--- config.mk ---
export PLATFORM = sky130hd
export DESIGN_NAME = lb_stream_writer_flat
export DESIGN_NICKNAME = d
export VERILOG_FILES = /design/src/rtl/lb_stream_writer_if.sv /design/src/rtl/lb_stream_writer.sv /design/src/flat_wrapper.sv
export SDC_FILE = /design/constraint.sdc
export NUM_CORES = 1
export LEC_CHECK = 0
export CAP_MARGIN = 15
export CORE_ASPECT_RATIO = 1.5
export CORE_MARGIN = 8
export CORE_UTILIZATION = 40
export DETAILED_ROUTE_END_ITERATION = 12
export DONT_BUFFER_PORTS = 1
export GPL_TIMING_DRIVEN = 0
export SLEW_MARGIN = 30
export SYNTH_ARGS = -nofsm -noshare
export SYNTH_HDL_FRONTEND = slang
export SYNTH_SLANG_ARGS = --single-unit
--- constraint.sdc ---
create_clock -name clk -period 10.5 [get_ports clk]
set_input_delay 1.05 -clock clk [delete_from_list [all_inputs] [get_ports clk]]
set_output_delay 1.05 -clock clk [all_outputs]
set_load 0.005 [all_outputs]
--- src/rtl/lb_stream_writer_if.sv ---
// Node-in / RAM-write bundle for the lattice Boltzmann stream writer.
// Shared by builds with and without LB_PERIODIC_X_EN.
interface lb_stream_writer_if #(
  parameter int COORD_BITS = 8
);
  logic                  in_valid;
  logic                  in_ready;
  logic [COORD_BITS-1:0] in_x;
  logic [COORD_BITS-1:0] in_y;
  logic [125:0]          in_f;
  logic                  in_last;
  logic [14:0]           ram_addr;
  logic [15:0]           ram_dout;
  logic                  ram_en;
  logic                  ram_wen;
  logic                  ram_sel;

  modport master (
    output in_valid,
    output in_x,
    output in_y,
    output in_f,
    output in_last,
    input  in_ready,
    input  ram_addr,
    input  ram_dout,
    input  ram_en,
    input  ram_wen,
    input  ram_sel
  );

  modport slave (
    input  in_valid,
    input  in_x,
    input  in_y,
    input  in_f,
    input  in_last,
    output in_ready,
    output ram_addr,
    output ram_dout,
    output ram_en,
    output ram_wen,
    output ram_sel
  );
endinterface

--- src/rtl/lb_stream_writer.sv ---
// LBM streaming stage: scatters nine populations per node into the inactive RAM.
// Define LB_PERIODIC_X_EN for wrap-around in x; default bounces back on all edges.
module lb_stream_writer #(
  parameter int LATTICE_WIDTH  = 16,
  parameter int LATTICE_HEIGHT = 10,
  parameter int COORD_BITS     = 8
) (
  input  logic               clk,
  input  logic               reset,
  input  logic               active_ram,
  lb_stream_writer_if.slave  bus,
  output logic               sweep_done,
  output logic               err_oob
);

  typedef enum logic {
    IDLE,
    WRITE
  } state_e;

  state_e                state_q, state_d;
  logic [3:0]            dir_q, dir_d;
  logic [COORD_BITS-1:0] x_q, x_d;
  logic [COORD_BITS-1:0] y_q, y_d;
  logic [125:0]          f_q, f_d;
  logic                  last_q, last_d;
  logic                  sel_q, sel_d;
  logic                  done_q, done_d;
  logic                  err_q, err_d;

  logic acc_slot;
  logic hs;
  logic oob;
  int   in_xi;
  int   in_yi;

  always_ff @(posedge clk) begin
    if (reset) begin
      state_q <= IDLE;
      dir_q   <= '0;
      x_q     <= '0;
      y_q     <= '0;
      f_q     <= '0;
      last_q  <= 1'b0;
      sel_q   <= 1'b0;
      done_q  <= 1'b0;
      err_q   <= 1'b0;
    end else begin
      state_q <= state_d;
      dir_q   <= dir_d;
      x_q     <= x_d;
      y_q     <= y_d;
      f_q     <= f_d;
      last_q  <= last_d;
      sel_q   <= sel_d;
      done_q  <= done_d;
      err_q   <= err_d;
    end
  end

  // A new node can be taken when idle or during the final write of the current one.
  assign acc_slot = (state_q == IDLE) ||
                    ((state_q == WRITE) && (dir_q == 4'd8));
  assign bus.in_ready = acc_slot & ~reset;
  assign hs = bus.in_valid & bus.in_ready;

  assign in_xi = int'(bus.in_x);
  assign in_yi = int'(bus.in_y);
  assign oob = (in_xi >= LATTICE_WIDTH) || (in_yi >= LATTICE_HEIGHT);

  always_comb begin
    state_d = state_q;
    dir_d   = dir_q;
    x_d     = x_q;
    y_d     = y_q;
    f_d     = f_q;
    last_d  = last_q;
    sel_d   = sel_q;
    done_d  = 1'b0;
    err_d   = err_q;

    unique case (state_q)
      IDLE: begin
        state_d = IDLE;
      end
      WRITE: begin
        if (dir_q == 4'd8) begin
          done_d  = last_q;
          state_d = IDLE;
        end else begin
          dir_d = dir_q + 4'd1;
        end
      end
      default: state_d = IDLE;
    endcase

    if (hs) begin
      if (oob) begin
        err_d   = 1'b1;
        state_d = IDLE;
        done_d  = done_d | bus.in_last;
      end else begin
        state_d = WRITE;
        dir_d   = 4'd0;
        x_d     = bus.in_x;
        y_d     = bus.in_y;
        f_d     = bus.in_f;
        last_d  = bus.in_last;
        sel_d   = ~active_ram;
      end
    end
  end

  int         dx, dy;
  int         xs, ys;
  int         nx, ny;
  int         node;
  int         addr_i;
  logic       x_out, y_out;
  logic [3:0] opp;
  logic [3:0] wdir;
  logic [13:0] fd;

  always_comb begin
    dx  = 0;
    dy  = 0;
    opp = 4'd0;
    case (dir_q)
      4'd1: begin dy = 1;           opp = 4'd5; end
      4'd2: begin dx = 1;  dy = 1;  opp = 4'd6; end
      4'd3: begin dx = 1;           opp = 4'd7; end
      4'd4: begin dx = 1;  dy = -1; opp = 4'd8; end
      4'd5: begin dy = -1;          opp = 4'd1; end
      4'd6: begin dx = -1; dy = -1; opp = 4'd2; end
      4'd7: begin dx = -1;          opp = 4'd3; end
      4'd8: begin dx = -1; dy = 1;  opp = 4'd4; end
      default: begin dx = 0; dy = 0; opp = 4'd0; end
    endcase

    xs    = int'(x_q);
    ys    = int'(y_q);
    nx    = xs + dx;
    ny    = ys + dy;
    x_out = (nx < 0) || (nx >= LATTICE_WIDTH);
    y_out = (ny < 0) || (ny >= LATTICE_HEIGHT);

`ifdef LB_PERIODIC_X_EN
    // y-edges take priority: a diagonal off a y-edge still bounces back.
    if (x_out && !y_out) begin
      nx    = (nx < 0) ? nx + LATTICE_WIDTH : nx - LATTICE_WIDTH;
      x_out = 1'b0;
    end
`endif

    if (x_out || y_out) begin
      node = ys * LATTICE_WIDTH + xs;
      wdir = opp;
    end else begin
      node = ny * LATTICE_WIDTH + nx;
      wdir = dir_q;
    end
    addr_i = node * 9 + int'(wdir);
    fd     = f_q[14*dir_q +: 14];
  end

  always_comb begin
    bus.ram_en   = 1'b0;
    bus.ram_wen  = 1'b0;
    bus.ram_addr = '0;
    bus.ram_dout = '0;
    bus.ram_sel  = sel_q;
    if (state_q == WRITE) begin
      bus.ram_en   = 1'b1;
      bus.ram_wen  = 1'b1;
      bus.ram_addr = addr_i[14:0];
      bus.ram_dout = {{2{fd[13]}}, fd};
    end
  end

  assign sweep_done = done_q;
  assign err_oob    = err_q;

endmodule

--- src/flat_wrapper.sv ---
// flat-port wrapper written by rule: the top's interface ports become plain ports
module lb_stream_writer_flat 
#(
  parameter int LATTICE_WIDTH  = 16,
  parameter int LATTICE_HEIGHT = 10,
  parameter int COORD_BITS     = 8
)
  (clk, reset, active_ram, sweep_done, err_oob, bus_in_valid, bus_in_x, bus_in_y, bus_in_f, bus_in_last, bus_in_ready, bus_ram_addr, bus_ram_dout, bus_ram_en, bus_ram_wen, bus_ram_sel);
  lb_stream_writer_if #(.COORD_BITS(COORD_BITS)) bus_i ();
  input  logic clk;
  input  logic reset;
  input  logic active_ram;
  output logic sweep_done;
  output logic err_oob;
  input wire logic [$bits(bus_i.in_valid)-1:0] bus_in_valid;
  input wire logic [$bits(bus_i.in_x)-1:0] bus_in_x;
  input wire logic [$bits(bus_i.in_y)-1:0] bus_in_y;
  input wire logic [$bits(bus_i.in_f)-1:0] bus_in_f;
  input wire logic [$bits(bus_i.in_last)-1:0] bus_in_last;
  output wire logic [$bits(bus_i.in_ready)-1:0] bus_in_ready;
  output wire logic [$bits(bus_i.ram_addr)-1:0] bus_ram_addr;
  output wire logic [$bits(bus_i.ram_dout)-1:0] bus_ram_dout;
  output wire logic [$bits(bus_i.ram_en)-1:0] bus_ram_en;
  output wire logic [$bits(bus_i.ram_wen)-1:0] bus_ram_wen;
  output wire logic [$bits(bus_i.ram_sel)-1:0] bus_ram_sel;
  assign bus_i.in_valid = bus_in_valid;
  assign bus_i.in_x = bus_in_x;
  assign bus_i.in_y = bus_in_y;
  assign bus_i.in_f = bus_in_f;
  assign bus_i.in_last = bus_in_last;
  assign bus_in_ready = bus_i.in_ready;
  assign bus_ram_addr = bus_i.ram_addr;
  assign bus_ram_dout = bus_i.ram_dout;
  assign bus_ram_en = bus_i.ram_en;
  assign bus_ram_wen = bus_i.ram_wen;
  assign bus_ram_sel = bus_i.ram_sel;
  lb_stream_writer #(.LATTICE_WIDTH(LATTICE_WIDTH), .LATTICE_HEIGHT(LATTICE_HEIGHT), .COORD_BITS(COORD_BITS)) u_core (.clk(clk), .reset(reset), .active_ram(active_ram), .bus(bus_i), .sweep_done(sweep_done), .err_oob(err_oob));
endmodule
After elaboration in Yosys (flattened, before gate mapping)
Cells that the tools add are included.

storage, ports and cells
  register bits after elaboration = 151
  bits of input ports = 147

operators by class
  add/subtract/negate cells = 6
  multiply operators = 2
  magnitude comparators = 6
  equality and inequality tests = 8
  shift-type cells = 1
  muxes and demuxes = 20
  bitwise logic cells = 7
  reductions and logical operators = 12

operator list
  operator                                                             count
  case mux 32 bit (2 select lines)                                     2
  indexed part select 126 x 9 -> 14 bit                                1
  adder 9 x 32 -> 32 bit                                               2
  < comparator 32 x 1 -> 1 bit (second input constant)                 2
  adder 32 bit                                                         1
  greater-or-equal comparator 32 x 5 -> 1 bit (second input constant)  1
  greater-or-equal comparator 32 x 6 -> 1 bit (second input constant)  1
  multiplier 32 x 5 -> 15 bit (second input constant)                  1
  two-way mux 32 bit                                                   1
  case mux 4 bit (8 select lines)                                      1
  two-way mux 4 bit                                                    5
  equality test 4 x 3 -> 1 bit (second input constant)                 4
  two-way mux 16 bit                                                   1
  adder 15 x 5 -> 15 bit                                               1
  two-way mux 15 bit                                                   1
  adder 12 x 8 -> 13 bit                                               1
  OR reduction 3 bit                                                   4
  equality test 4 x 2 -> 1 bit (second input constant)                 2
  greater-or-equal comparator 8 x 4 -> 1 bit (second input constant)   1
  greater-or-equal comparator 8 x 5 -> 1 bit (second input constant)   1
  two-way mux 1 bit                                                    8
  multiplier 3 x 4 -> 7 bit (first input constant)                     1
  logical OR 1 bit                                                     5
  adder 4 x 1 -> 4 bit (second input constant)                         1
  other kinds (8)                                                      13

Logic depth before layout (Yosys ltp)
Gate-level depths: netlist of run 1.

  depth in word-level cells = 11
  mapped depth = 39

Worst setup path after synthesis of run 1
No wires, ideal clock.

  path kind = register -> output
  from = register u_core.dir_q[0]
  to = output port bus_ram_addr[14]
  arrival = 9.797 ns
  path slack = -0.347 ns
  stages on the path, launching flop included = 36
  path through = dfxtp_1 -> clkbuf_1 -> clkbuf_1 -> clkbuf_1 -> inv_1 -> ha_1 -> nor2_1 -> o21ai_0 -> inv_1 -> fa_1 -> nand2b_1 -> a21oi_1 -> o221a_2 -> o21ai_0 -> ha_1 -> inv_1 -> or4_1 -> or4_4 -> nor4_2 -> nand3b_1 -> or4b_1 -> buf_6 -> mux2_2 -> ha_1 -> ha_1 -> fa_1 -> ha_1 -> nor2b_1 -> o21a_1 -> o21ai_0 -> a221oi_1 -> a211o_1 -> a21o_1 -> a21oi_1 -> xnor3_1 -> and2_1

between the ends
  longest elaborated chain between the ends = 11
  elaborated cells on any way between the ends = 30
  those cells by class = 4 x add/sub; 1 x mul; 4 x order compare; 8 x eq/ne; 6 x mux; 7 x reduce/logical

RTL lines
  what                                                  RTL line                                          source
  start, declared                                       lb_stream_writer.sv:22                            logic [3:0] dir_q, dir_d;
  start signal, assigned                                lb_stream_writer.sv:50                            dir_q <= dir_d;
  equality test 4 x 3 -> 1 bit (tied with other cells)  lb_stream_writer.sv:128                           case (dir_q)
  OR reduction 3 bit (no line)                          --
  case mux 32 bit (2 select lines)                      lb_stream_writer.sv:128
  adder 9 x 32 -> 32 bit, on equally long branches      lb_stream_writer.sv:142, lb_stream_writer.sv:143
  < comparator 32 x 1 -> 1 bit (tied with other cells)  lb_stream_writer.sv:144                           x_out = (nx < 0) || (nx >= LATTICE_WIDTH);
  logical OR 1 bit, on equally long branches            lb_stream_writer.sv:144, lb_stream_writer.sv:145
  logical OR 1 bit                                      lb_stream_writer.sv:155                           if (x_out || y_out) begin
  two-way mux 32 bit                                    lb_stream_writer.sv:155
  multiplier 32 x 5 -> 15 bit                           lb_stream_writer.sv:162                           addr_i = node * 9 + int'(wdir);
  adder 15 x 5 -> 15 bit *                              lb_stream_writer.sv:162
  two-way mux 15 bit *                                  lb_stream_writer.sv:172                           if (state_q == WRITE) begin
  end, declared                                         flat_wrapper.sv:21                                output wire logic [$bits(bus_i.ram_addr)-1:0] bus_ram_addr;

Every way passes the cells marked *; elsewhere a longest branch is shown, timed or not.

Final worst setup path of run 1
Same ends and word-level chain as after synthesis.

==> metrics.csv, run 1 <==
stage;metric;value;unit
synth;post-synthesis mux area share;0.0786;
pwr;Power Density;107;nW/µm²
global_routing;Global Route Usage Sum;0.210;
synth;largest family of logic cells by synthesized area;simple AND/OR/NAND/NOR gates;
detailed_routing;Vias/cell;5.43;
outcome;status;finished, final reports clean;
worst_hold_path;worst hold path type;reg2reg;
detailed_routing;post-route ant nets;0;
clock_network;hold buffers post-CTS;0;
detailed_routing;WL/cell;19.7;µm
placement;port bufs;0;
final_layout;post-route design area;10600;µm²
worst_setup_path;CP arrival;9.08;ns
timing;actual slew at the worst max-slew pin;0.895;ns
synth;Post-Synth Adder-Cell Area;0.136;
timing;Slew Viols, Final;0;
synth;Synth Register Bits;151;
synth;Synth Area in Compound Gates;0.171;
global_routing;pin count of the biggest net entering global routing;20;
floorplan;die area;29200;µm²
global_routing;grt total ovfl;0;
flow_run;Max-cap violations;0;
timing;period utilization;0.965;
timing;Hold Violations, Final;0;
detailed_routing;via count;8416;
detailed_routing;DRC;0;
worst_setup_path;critical path type;reg2out;
pwr;leakage;4.17;nW
worst_setup_path;Crit. End Element;output pin;
synth;Post-synth EDFFs;0;
floorplan;site row count;69;
worst_setup_path;Max stage delay on crit path;0.53;ns
detailed_routing;drt pass-1 iters;5;
clock_network;CTS H-Tree Depth;4;
floorplan;Core ar.;23600;µm²
timing;Max Fclk;0.0987;GHz
final_layout;net count reported at finish;1469;
worst_setup_path;R2R depth;12;
clock_network;Clk pin slew, worst setup/hold paths;0.06;ns
timing;Tmin final;10.13;ns
worst_setup_path;crit-path max FO;19;
clock_network;CTS tree;built;
final_layout;area grow syn2layout;10.9;%
worst_hold_path;hold path cells;2;
synth;register area share after synthesis;0.317;
clock_network;clk buf depth;2;
worst_setup_path;Required @ worst endpoint;9.45;ns
floorplan;Die Ht;205;µm
floorplan;Ports;184;
detailed_routing;Initial DRC Count;496;
placement;Placed Area;9980;µm²
synth;Top FF cell, synth;dfxtp_1;
timing;final setup fails;0;
synth;YS warnings;0;
synth;Syn Nets;1449;
clock_network;CTS Sinks;151;
timing;Max-slew headroom;0.403;
synth;Post-synth ARST share;0;
synth;Post-Syn Area;9550;µm²
global_routing;vias in the first global route;8599;
floorplan;Initial Util;0.405;
clock_network;CTS buffer count;17;
worst_setup_path;Crit path top cell by count;ha_1;
pwr;worst vdd ir;0.130;mV
worst_setup_path;CP Launch Type;flip-flop;
placement;hpwl dp;25.0;mm
placement;Final Wtd Congestion;0.952;
detailed_routing;WL final;30.5;mm
synth;Post-Syn Instances;1202;
synth;Yosys cell types;64;
placement;post-placement cell count;1523;
synth;synthesized area per cell;7.94;µm²
final_layout;share of cells above drive strength 1;0.0659;
final_layout;Core Util, Final;0.449;
timing;unrepaired setup endpoints after global routing;no;
global_routing;first-pass GRT wire length;46.8;mm
final_layout;non-filler cells, final;1550;
clock_network;Root Driver;clkbuf_16;
synth;Synth Area in Simple Gates;0.221;
timing;Clock Skew;0.00644;ns
clock_network;Worst-Skew Late Latency;0.43;ns
worst_setup_path;Max stage delay cell, worst path;or4_1;
synth;xor and xnor area share after synthesis;0.0308;
final_layout;# fillers;2393;
floorplan;Die W;142;µm
global_routing;antenna violations before repair;2;
-- registers in the layout (all words and copies together), names as in the netlist --
| register | cells |
|---|---|
| u_core.bus.ram_sel | 1 |
| u_core.dir_q | 4 |
| u_core.err_oob | 1 |
| u_core.f_q | 126 |
| u_core.last_q | 1 |
| u_core.state_q | 1 |
| u_core.sweep_done | 1 |
| u_core.x_q | 8 |
| u_core.y_q | 8 |
-- cells in the final DEF (no fill, tap or decap), types with 6 or more instances in the layout --
| cell type | count |
|---|---|
| o22ai_1 | 13 |
| nor2b_1 | 10 |
| dfxtp_1 | 151 |
| clkbuf_1 | 57 |
| fa_1 | 6 |
| mux4_2 | 15 |
| clkbuf_16 | 18 |
| a211oi_1 | 7 |
| inv_1 | 39 |
| nand3_1 | 6 |
| o21ai_0 | 24 |
| nand2_1 | 286 |
| mux2_2 | 7 |
| xnor2_1 | 16 |
| buf_1 | 7 |
| and2_1 | 33 |
| a21o_1 | 13 |
| nand4_1 | 7 |
| mux2i_1 | 31 |
| o21a_1 | 7 |
| xor2_1 | 15 |
| ha_1 | 91 |
| o22a_1 | 14 |
| a21oi_1 | 173 |
| nor4_1 | 10 |
| nor2_1 | 61 |
| nor3_1 | 17 |
-- final cells by class --
| type | count | area, µm² | share of cell area |
|---|---|---|---|
| multi-input cells | 937 | 6140 | 0.580 |
| clock inverters | 5 | 27.5 | 0.00260 |
| diodes | 1 | 2.50 | 0.000236 |
| repair buffers | 3 | 33.8 | 0.00319 |
| flip-flops and latches | 151 | 3020 | 0.286 |
| well taps | 319 | 399 | 0.0377 |
| plain buffers | 71 | 327 | 0.0309 |
| clock buffers | 22 | 474 | 0.0448 |
| inverters | 41 | 158 | 0.0149 |
-- metal layers --
| layer | vias up | routed length, µm | track usage |
|---|---|---|---|
| met4 | 2 | 1340 | 0.107 |
| li1 | 4197 | - | - |
| met3 | 65 | 1700 | 0.0516 |
| met5 | - | 13 | 0 |
| met1 | 3924 | 10700 | 0.198 |
| met2 | 228 | 16700 | 0.406 |
-- final timing paths --
kind	startpoint	end	slack, ns
max	u_core.dir_q[0]$_SDFF_PP0_	bus_ram_addr[14]	0.37
min	u_core.f_q[103]$_SDFFE_PP0P_	u_core.f_q[103]$_SDFFE_PP0P_	0.45
max reg2reg	u_core.dir_q[0]$_SDFF_PP0_	u_core.f_q[30]$_SDFFE_PP0P_	6.68
min reg2reg	u_core.f_q[103]$_SDFFE_PP0P_	u_core.f_q[103]$_SDFFE_PP0P_	0.45
-- synth_stat cells, drive strengths merged, types with 14 or more instances --
cell / count / share of area
nor3: 18 / 0.0094
nand2: 286 / 0.11
mux4: 15 / 0.035
nor2: 62 / 0.024
mux2i: 33 / 0.035
ha: 94 / 0.12
dfxtp: 151 / 0.32
o22a: 14 / 0.013
o21ai: 31 / 0.016
and2: 33 / 0.022
a21oi: 175 / 0.092
xor2: 15 / 0.014
clkbuf: 60 / 0.024
xnor2: 16 / 0.015
inv: 41 / 0.016
-- stage by stage --
step / hold WS (ns) / setup slack [ns] / power, W / setup TNS (ns)
floorplan: 0.433 / 0.232 / 0.000597 / 0
global placement: 0.439 / -1.45 / 0.000603 / -7.16
detailed placement: 0.445 / -1.07 / 0.000602 / -3.91
CTS: 0.453 / 0.00709 / 0.00114 / 0
global route: 0.469 / 0.00587 / 0.00116 / 0
finish: 0.454 / 0.367 / 0.00113 / 0
-- repair_timing --
action	in CTS	in global routing
endpoints found under the hold margin	0	0
resized for setup	15	18
buffers inserted	1	0
setup endpoints to repair	11	3
pin swaps	0	1
-- power by group --
part	switching [W]	internal [W]	total [W]
registers	0.000000512	0.000574	0.000574
clock network	0.000231	0.000312	0.000543
logic	0.0000128	0.00000297	0.0000158
-- critical path: cells and delay by family (launching register included) --
| family | cells | cell delay, ns |
|---|---|---|
| muxes | 1 | 0.32 |
| and+or+nand+nor | 12 | 3.21 |
| xor gates and xnor gates | 1 | 0.32 |
| adders and majority gates | 7 | 2.15 |
| DFF | 1 | 0.38 |
| buffers and inverters | 6 | 1.01 |
| AOI/OAI and AO/OA | 7 | 1.26 |
-- kinds of logic after synthesis --
logic type,Yosys count
fa+ha+maj,100
xor+xnor,32
mux,55
compound gates,281
buf+inv,114
flops,151
simple gates,469
(Power assumes the default switching activity.)
==> run 2, diff against run 1 <==
--- a/config.mk
+++ b/config.mk
@@ -5,7 +5,8 @@
 export SDC_FILE = /design/constraint.sdc
 export NUM_CORES = 1
 export LEC_CHECK = 0
-export CAP_MARGIN = 15
+export ABC_AREA = 1
+export CAP_MARGIN = 20
 export CORE_ASPECT_RATIO = 1.5
 export CORE_MARGIN = 8
 export CORE_UTILIZATION = 40
==> run 2 against run 1 <==
  * Non-clock buffer count is 4 higher
  * Routed wire length is 17% higher
  * Via count is 16% higher
  * Die area is 3.2% higher
  * Worst hold slack better by 0.0058 ns
  * Fmax is 5.0% higher
  * Setup slack better by 0.48 ns
  * Critical path depth is 8 higher
  * Sequential share of layout area is 0.81 points lower
  * Cell count is 17% higher
  * Critical endpoint unchanged
==> metrics.csv, run 2 <==
stage;metric;value;unit;change
worst_setup_path;R2R depth;14;;+2
pwr;leakage;5.19;nW;+24%
flow_run;Max-cap violations;0;;unchanged
synth;Synth Register Bits;151;;unchanged
worst_setup_path;setup slack, reg-to-reg;6.61;ns;-0.07 ns
worst_setup_path;CP arrival;8.60;ns;-0.48 ns
worst_setup_path;critical path type;reg2out;;
detailed_routing;WL final;35.7;mm;+17%
floorplan;site row count;70;;+1.4%
final_layout;largest register by flop count;u_core.f_q;;
clock_network;CTS buffer count;17;;unchanged
global_routing;antenna violations before repair;1;;-1
final_layout;antenna cells;0;;-1
synth;Synth area leader;dfxtp_1;;
clock_network;CTS tree;built;;
final_layout;area grow syn2layout;10.2;%;
pwr;P_int;0.000959;W;+7.9%
worst_setup_path;RR Endpoint;u_core.f_q[52]$_SDFFE_PP0P_;;
worst_setup_path;reg2reg start;u_core.dir_q[0]$_SDFF_PP0_;;
pwr;switching portion of total power;0.217;;+0.00172
pwr;Switching Power;0.000266;W;+9.0%
worst_setup_path;worst path bufs/invs;6;;unchanged
global_routing;grt total ovfl;0;;unchanged
synth;Post-Syn Area;9890;µm²;+3.6%
final_layout;Largest regs;u_core.f_q x126, u_core.x_q x8, u_core.y_q x8;;
pwr;Power Density;112;nW/µm²;+5.1%
placement;port bufs;0;;unchanged
floorplan;Core ar.;24300;µm²;+3.3%
worst_setup_path;Max stage delay on crit path;0.53;ns;about the same
timing;period utilization;0.919;;-0.0456
clock_network;Resized Gates After CTS;0;;-15
synth;Yosys cell types;48;;-25%
timing;Max-slew headroom;0.468;;+0.0643
floorplan;Die Ht;209;µm;+1.6%
clock_network;CTS H-Tree Depth;4;;unchanged
synth;largest cells by area after synthesis;dfxtp_1 (31%), nor2_1 (14%), ha_1 (12%), o21ai_0 (10%), nand2_1 (6.1%);;
global_routing;vias in the first global route;9793;;+14%
timing;final setup fails;0;;unchanged
global_routing;first-pass GRT wire length;53.6;mm;+15%
synth;register area share after synthesis;0.306;;-0.0109
worst_setup_path;Max stage delay cell, worst path;clkbuf_1;;
pwr;worst vdd ir;0.0906;mV;-30%
clock_network;clk buf depth;2;;unchanged
outcome;status;finished, final reports clean;;
final_layout;share of cells above drive strength 1;0.0598;;-0.00604
synth;Top FF cell, synth;dfxtp_1;;
final_layout;most frequent cells in the layout;nor2_1 (374), o21ai_0 (204), nand2_1 (161);;
detailed_routing;WL/cell;19.7;µm;+0.14%
worst_setup_path;Crit. End Element;output pin;;
worst_hold_path;hold path cells;2;;unchanged
worst_hold_path;HP Start;u_core.f_q[113]$_SDFFE_PP0P_;;
detailed_routing;via count;9743;;+16%
clock_network;hold buffers post-CTS;0;;unchanged
worst_hold_path;Min-Delay Endpoint;u_core.f_q[113]$_SDFFE_PP0P_;;
worst_hold_path;worst hold path type;reg2reg;;
timing;Clock Skew;0.00711;ns;+0.000663 ns
worst_setup_path;crit-path max FO;23;;+4
timing;Max Fclk;0.104;GHz;+5.0%
synth;Post-synth ARST share;0;;unchanged
clock_network;Worst-Skew Late Latency;0.42;ns;about the same
detailed_routing;DRC;0;;unchanged
synth;Post-Syn Instances;1456;;+21%
timing;Hold Violations, Final;0;;unchanged
timing;Tmin final;9.65;ns;-0.478 ns
detailed_routing;post-route ant nets;0;;unchanged
placement;post-placement cell count;1780;;+17%
synth;Post-synth EDFFs;0;;unchanged
global_routing;Global Route Usage Sum;0.235;;+0.0259
worst_setup_path;Crit path max-delay family;simple AND/OR/NAND/NOR gates;;
timing;Setup TNS Final;0;ns;unchanged
synth;Syn Nets;1703;;+18%
final_layout;non-filler cells, final;1812;;+17%
pwr;clock share of power;0.517;;+0.038
placement;Final Wtd Congestion;0.996;;+4.6%
floorplan;Die W;144;µm;+1.6%
worst_setup_path;Crit path top cell by count;nand2_1;;
synth;top-count cell post-synth;nor2_1;;
floorplan;die area;30100;µm²;+3.2%
final_layout;# fillers;2707;;+13%
timing;unrepaired setup endpoints after global routing;no;;
floorplan;Ports;184;;unchanged
worst_setup_path;Required @ worst endpoint;9.45;ns;about the same
pwr;Flop pwr share;0.469;;-0.038
synth;YS warnings;0;;unchanged
global_routing;pin count of the biggest net entering global routing;24;;+20%
clock_network;post-CTS setup buffer count;0;;-1
detailed_routing;drt pass-1 iters;5;;unchanged
floorplan;Initial Util;0.406;;+0.000958
synth;top cell type's share of synthesized area;0.306;;-0.0109
placement;hpwl dp;29.3;mm;+17%
final_layout;most common cell after layout, fill and taps aside;nor2_1;;
detailed_routing;Initial DRC Count;577;;+16%
synth;most common library cells after synthesis;nor2_1 (374), o21ai_0 (204), nand2_1 (161);;
timing;actual slew at the worst max-slew pin;0.790;ns;-0.105 ns
clock_network;Root Driver;clkbuf_16;;
final_layout;net count reported at finish;1722;;+17%
pwr;combinational share of power;0.014;;about the same
clock_network;CTS Sinks;151;;unchanged
detailed_routing;Vias/cell;5.38;;-0.97%
timing;Slew Viols, Final;0;;unchanged
final_layout;max reg flops;126;;unchanged
clock_network;Clk pin slew, worst setup/hold paths;0.06;ns;about the same
worst_setup_path;CP Launch Type;flip-flop;;
synth;synthesized area per cell;6.79;µm²;-15%
==> run 2: cell count changes after synthesis, moves of 29 or more <==
cell     change
nand3_1     +35
and2_1      -32
nor2_1     +312
nand2_1    -125
a21oi_1    -124
inv_1       +78
o21ai_0    +177
mux2i_1     -29
==> run 2: logic make-up (layout without fill, tap and decap cells) <==
group           count (synthesis)  after routing  synth area share
buf+inv                       207            239            0.0891
fa+ha+maj                     100            100             0.131
xor+xnor                       18             18            0.0159
mux                             3              3           0.00304
flops                         151            151             0.306
compound gates                348            348             0.193
simple gates                  629            629             0.262
==> run 2: layout make-up <==
cell class                      count  area [µm²]  share of cell area
Sequential cell                   151        3020               0.278
Clock buffer                       21         450              0.0414
Buffer                             78         389              0.0357
Clock inverter                     11         149              0.0137
Tap cell                          324         405              0.0372
Multi-Input combinational cell   1098        5980               0.549
Inverter                          129         492              0.0452
==> run 2: worst max path at each step <==
stage               depth (start not counted)                       start          endpoint
floorplan                                  42  u_core.dir_q[0]$_SDFF_PP0_  bus_ram_addr[14]
global placement                           42  u_core.dir_q[0]$_SDFF_PP0_  bus_ram_addr[14]
detailed placement                         42  u_core.dir_q[0]$_SDFF_PP0_  bus_ram_addr[14]
CTS                                        42  u_core.dir_q[0]$_SDFF_PP0_  bus_ram_addr[14]
global route                               42  u_core.dir_q[0]$_SDFF_PP0_  bus_ram_addr[14]
finish                                     42  u_core.dir_q[0]$_SDFF_PP0_  bus_ram_addr[14]
==> run 2: through the flow <==
stage                     total power [W]  instance area [µm²]  setup slack, ns  utilization  hold slack, ns
final                             0.00122                10900            0.846        0.447           0.460
after detailed placement         0.000604                10300             1.30        0.423           0.446
after global placement           0.000604                10300             1.37        0.423           0.436
after global routing              0.00125                10900            0.165        0.447           0.467
after floorplan                  0.000597                 9890             2.92            -           0.425
after CTS                         0.00123                10900            0.826        0.447           0.457
==> run 2: layer usage <==
metal  part of all wire  vias to the layer above  track usage  wire (µm)
met5            0.00045                        -            0         16
met1               0.34                     4499        0.223      12300
li1                   -                     4843            -          -
met4              0.064                        2        0.153       2300
met2               0.54                      295        0.445      19200
met3              0.051                      104       0.0426       1830
==> run 2: power by group through the flow <==
stage	sequential [W]	combinational, W	clock, W
CTS	0.000574	0.0000168	0.000637
global placement	0.000587	0.0000165	0
detailed placement	0.000587	0.0000167	0
finish	0.000574	0.0000167	0.000634
floorplan	0.000587	0.0000107	0
global route	0.000574	0.0000184	0.000656
==> run 2: tightest hold or removal path, cell delays in order, from the launching register on <==
cell	delay, ns
dfxtp_1	0.30
inv_1	0.06
a21oi_1	0.06
==> run 3, diff against run 2 <==
==> constraint.sdc (replaced) <==
create_clock -name clk -period 9.7 [get_ports clk]
set_input_delay 0.97 -clock clk [delete_from_list [all_inputs] [get_ports clk]]
set_output_delay 0.97 -clock clk [all_outputs]
set_load 0.005 [all_outputs]
==> run 3 against run 2 <==
  * Combinational power grew 9%
  * Routed wire length is essentially flat
  * Worst hold slack lost 0.00088 ns
  * Largest power group unchanged
==> metrics.csv, run 3 (synthesis results as in run 2) <==
stage;metric;value;unit;change
outcome;status;finished, final reports clean;;
floorplan;Ports;184;;unchanged
timing;Hold Violations, Final;0;;unchanged
floorplan;site row count;70;;unchanged
pwr;worst vdd ir;0.0977;mV;+7.9%
placement;Post-Place Worst Slack;0.577;ns;-0.720 ns
worst_setup_path;Max stage delay cell, worst path;fa_1;;
clock_network;CTS buffer count;17;;unchanged
placement;hpwl dp;29.3;mm;unchanged
worst_setup_path;CP arrival;7.94;ns;-0.66 ns
placement;Final Wtd Congestion;0.996;;unchanged
global_routing;Global Route Usage Sum;0.235;;unchanged
worst_hold_path;worst hold path type;reg2reg;;
clock_network;CTS tree;built;;
floorplan;Die W;144;µm;unchanged
floorplan;Initial Util;0.406;;unchanged
detailed_routing;drt pass-1 iters;5;;unchanged
timing;unrepaired setup endpoints after global routing;no;;
timing;final setup fails;0;;unchanged
global_routing;antenna violations before repair;1;;unchanged
timing;Max Fclk;0.112;GHz;
clock_network;Clk pin slew, worst setup/hold paths;0.06;ns;about the same
clock_network;Worst-Skew Late Latency;0.42;ns;about the same
timing;Max-slew headroom;0.472;;+0.00396
floorplan;Die Ht;209;µm;unchanged
detailed_routing;WL final;35.6;mm;about the same
final_layout;most frequent cells in the layout;nor2_1 (374), o21ai_0 (204), nand2_1 (161);;
flow_run;Max-cap violations;0;;unchanged
final_layout;antenna cells;0;;unchanged
detailed_routing;post-route ant nets;0;;unchanged
detailed_routing;WL/cell;19.6;µm;-0.16%
worst_setup_path;critical path type;reg2out;;
final_layout;largest register by flop count;u_core.f_q;;
clock_network;Root Driver;clkbuf_16;;
placement;port bufs;0;;unchanged
detailed_routing;DRC;0;;unchanged
timing;Slew Viols, Final;0;;unchanged
floorplan;die area;30100;µm²;unchanged
clock_network;clk buf depth;2;;unchanged
final_layout;non-filler cells, final;1814;;+0.11%
final_layout;net count reported at finish;1724;;+0.12%
final_layout;share of cells above drive strength 1;0.0638;;+0.00395
clock_network;hold buffers post-CTS;0;;unchanged
floorplan;Core ar.;24300;µm²;unchanged
worst_setup_path;CP Launch Type;flip-flop;;
pwr;Power Density;121;nW/µm²;+7.6%
final_layout;max reg flops;126;;unchanged
global_routing;pin count of the biggest net entering global routing;24;;unchanged
timing;actual slew at the worst max-slew pin;0.784;ns;-0.00587 ns
detailed_routing;Initial DRC Count;555;;-3.8%
timing;Clock Skew;0.00623;ns;-0.000875 ns
global_routing;grt total ovfl;0;;unchanged
worst_setup_path;Required @ worst endpoint;8.73;ns;-0.72 ns
global_routing;first-pass GRT wire length;53.6;mm;unchanged
worst_setup_path;Max stage delay on crit path;0.44;ns;-0.09 ns
final_layout;most common cell after layout, fill and taps aside;nor2_1;;
timing;slack of the critical path;0.786;ns;-0.0597 ns
clock_network;CTS H-Tree Depth;4;;unchanged
detailed_routing;via count;9751;;+0.082%
timing;Tmin final;8.91;ns;
worst_setup_path;Crit path top cell by count;nand2_1;;
placement;post-placement cell count;1780;;unchanged
detailed_routing;Vias/cell;5.38;;about the same
final_layout;Core Util, Final;0.449;;+0.00170
timing;period utilization;0.919;;
pwr;leakage;5.21;nW;+0.37%
worst_setup_path;crit-path max FO;23;;unchanged
worst_setup_path;Crit. End Element;output pin;;
timing;Setup TNS Final;0;ns;unchanged
final_layout;area grow syn2layout;10.6;%;
clock_network;CTS Sinks;151;;unchanged
global_routing;vias in the first global route;9793;;unchanged
final_layout;Largest regs;u_core.f_q x126, u_core.x_q x8, u_core.y_q x8;;
-- run 3: cell types whose count changed in the layout (fill, tap and decap cells not counted), sizes merged --
cell / previous run / this run
clkinvlp: 3 / 4
buf: 28 / 32
inv: 129 / 128
clkbuf: 71 / 69
-- run 3: per-layer routing --
metal,wire length [µm],vias up,global-route usage
met1,12300,4525,0.223
met5,16,-,0
met3,1750,93,0.0426
met2,19400,285,0.445
met4,2230,2,0.153
li1,-,4846,-
-- run 3: final timing paths --
check,startpoint,end,slack (ns),cells past startpoint
worst max-delay path,u_core.dir_q[0]$_SDFF_PP0_,bus_ram_addr[14],0.79,41
worst min-delay path,u_core.f_q[113]$_SDFFE_PP0P_,u_core.f_q[113]$_SDFFE_PP0P_,0.46,2
worst max register to register,u_core.dir_q[0]$_SDFF_PP0_,u_core.f_q[52]$_SDFFE_PP0P_,6.08,13
worst min register to register,u_core.f_q[113]$_SDFFE_PP0P_,u_core.f_q[113]$_SDFFE_PP0P_,0.46,2
-- run 3: timing repair --
action | CTS | global route
setup endpoints to repair | 0 | 6
resized for setup | 0 | 5
setup buffers | 0 | 4
-- run 3: layout make-up --
cell class / instances / area, µm²
Buffer: 76 / 383
Tap cell: 324 / 405
Clock buffer: 21 / 450
Sequential cell: 151 / 3020
Clock inverter: 11 / 149
Inverter: 129 / 495
Multi-Input combinational cell: 1098 / 6000
Fill cell: 2703 / 13400
Timing Repair Buffer: 4 / 30.0
-- run 3: critical path: cells and delay by family (launching register included) --
family,cells,cell delay (ns)
AOI/OAI and AO/OA,5,1.07
adders and majority gates,7,2.38
buffers and inverters,5,1.09
DFF,1,0.38
and+or+nand+nor,24,2.60
-- run 3: per-stage QoR --
stage	area, µm²	hold WS, ns	total power, W
2_1_floorplan	9890	0.425	0.000647
3_3_place_gp	10300	0.436	0.000653
3_5_place_dp	10300	0.446	0.000654
4_1_cts	10900	0.457	0.00133
5_1_grt	10900	0.467	0.00135
6_report	10900	0.459	0.00132
-- run 3: report_power, final --
part | total, W | switching [W] | internal [W] | leakage (nW)
sequential | 0.000622 | 0.000000760 | 0.000621 | 1.22
combinational | 0.0000182 | 0.0000136 | 0.00000456 | 3.71
clock | 0.000683 | 0.000270 | 0.000413 | 0.284
total | 0.00132 | 0.000285 | 0.00104 | 5.21
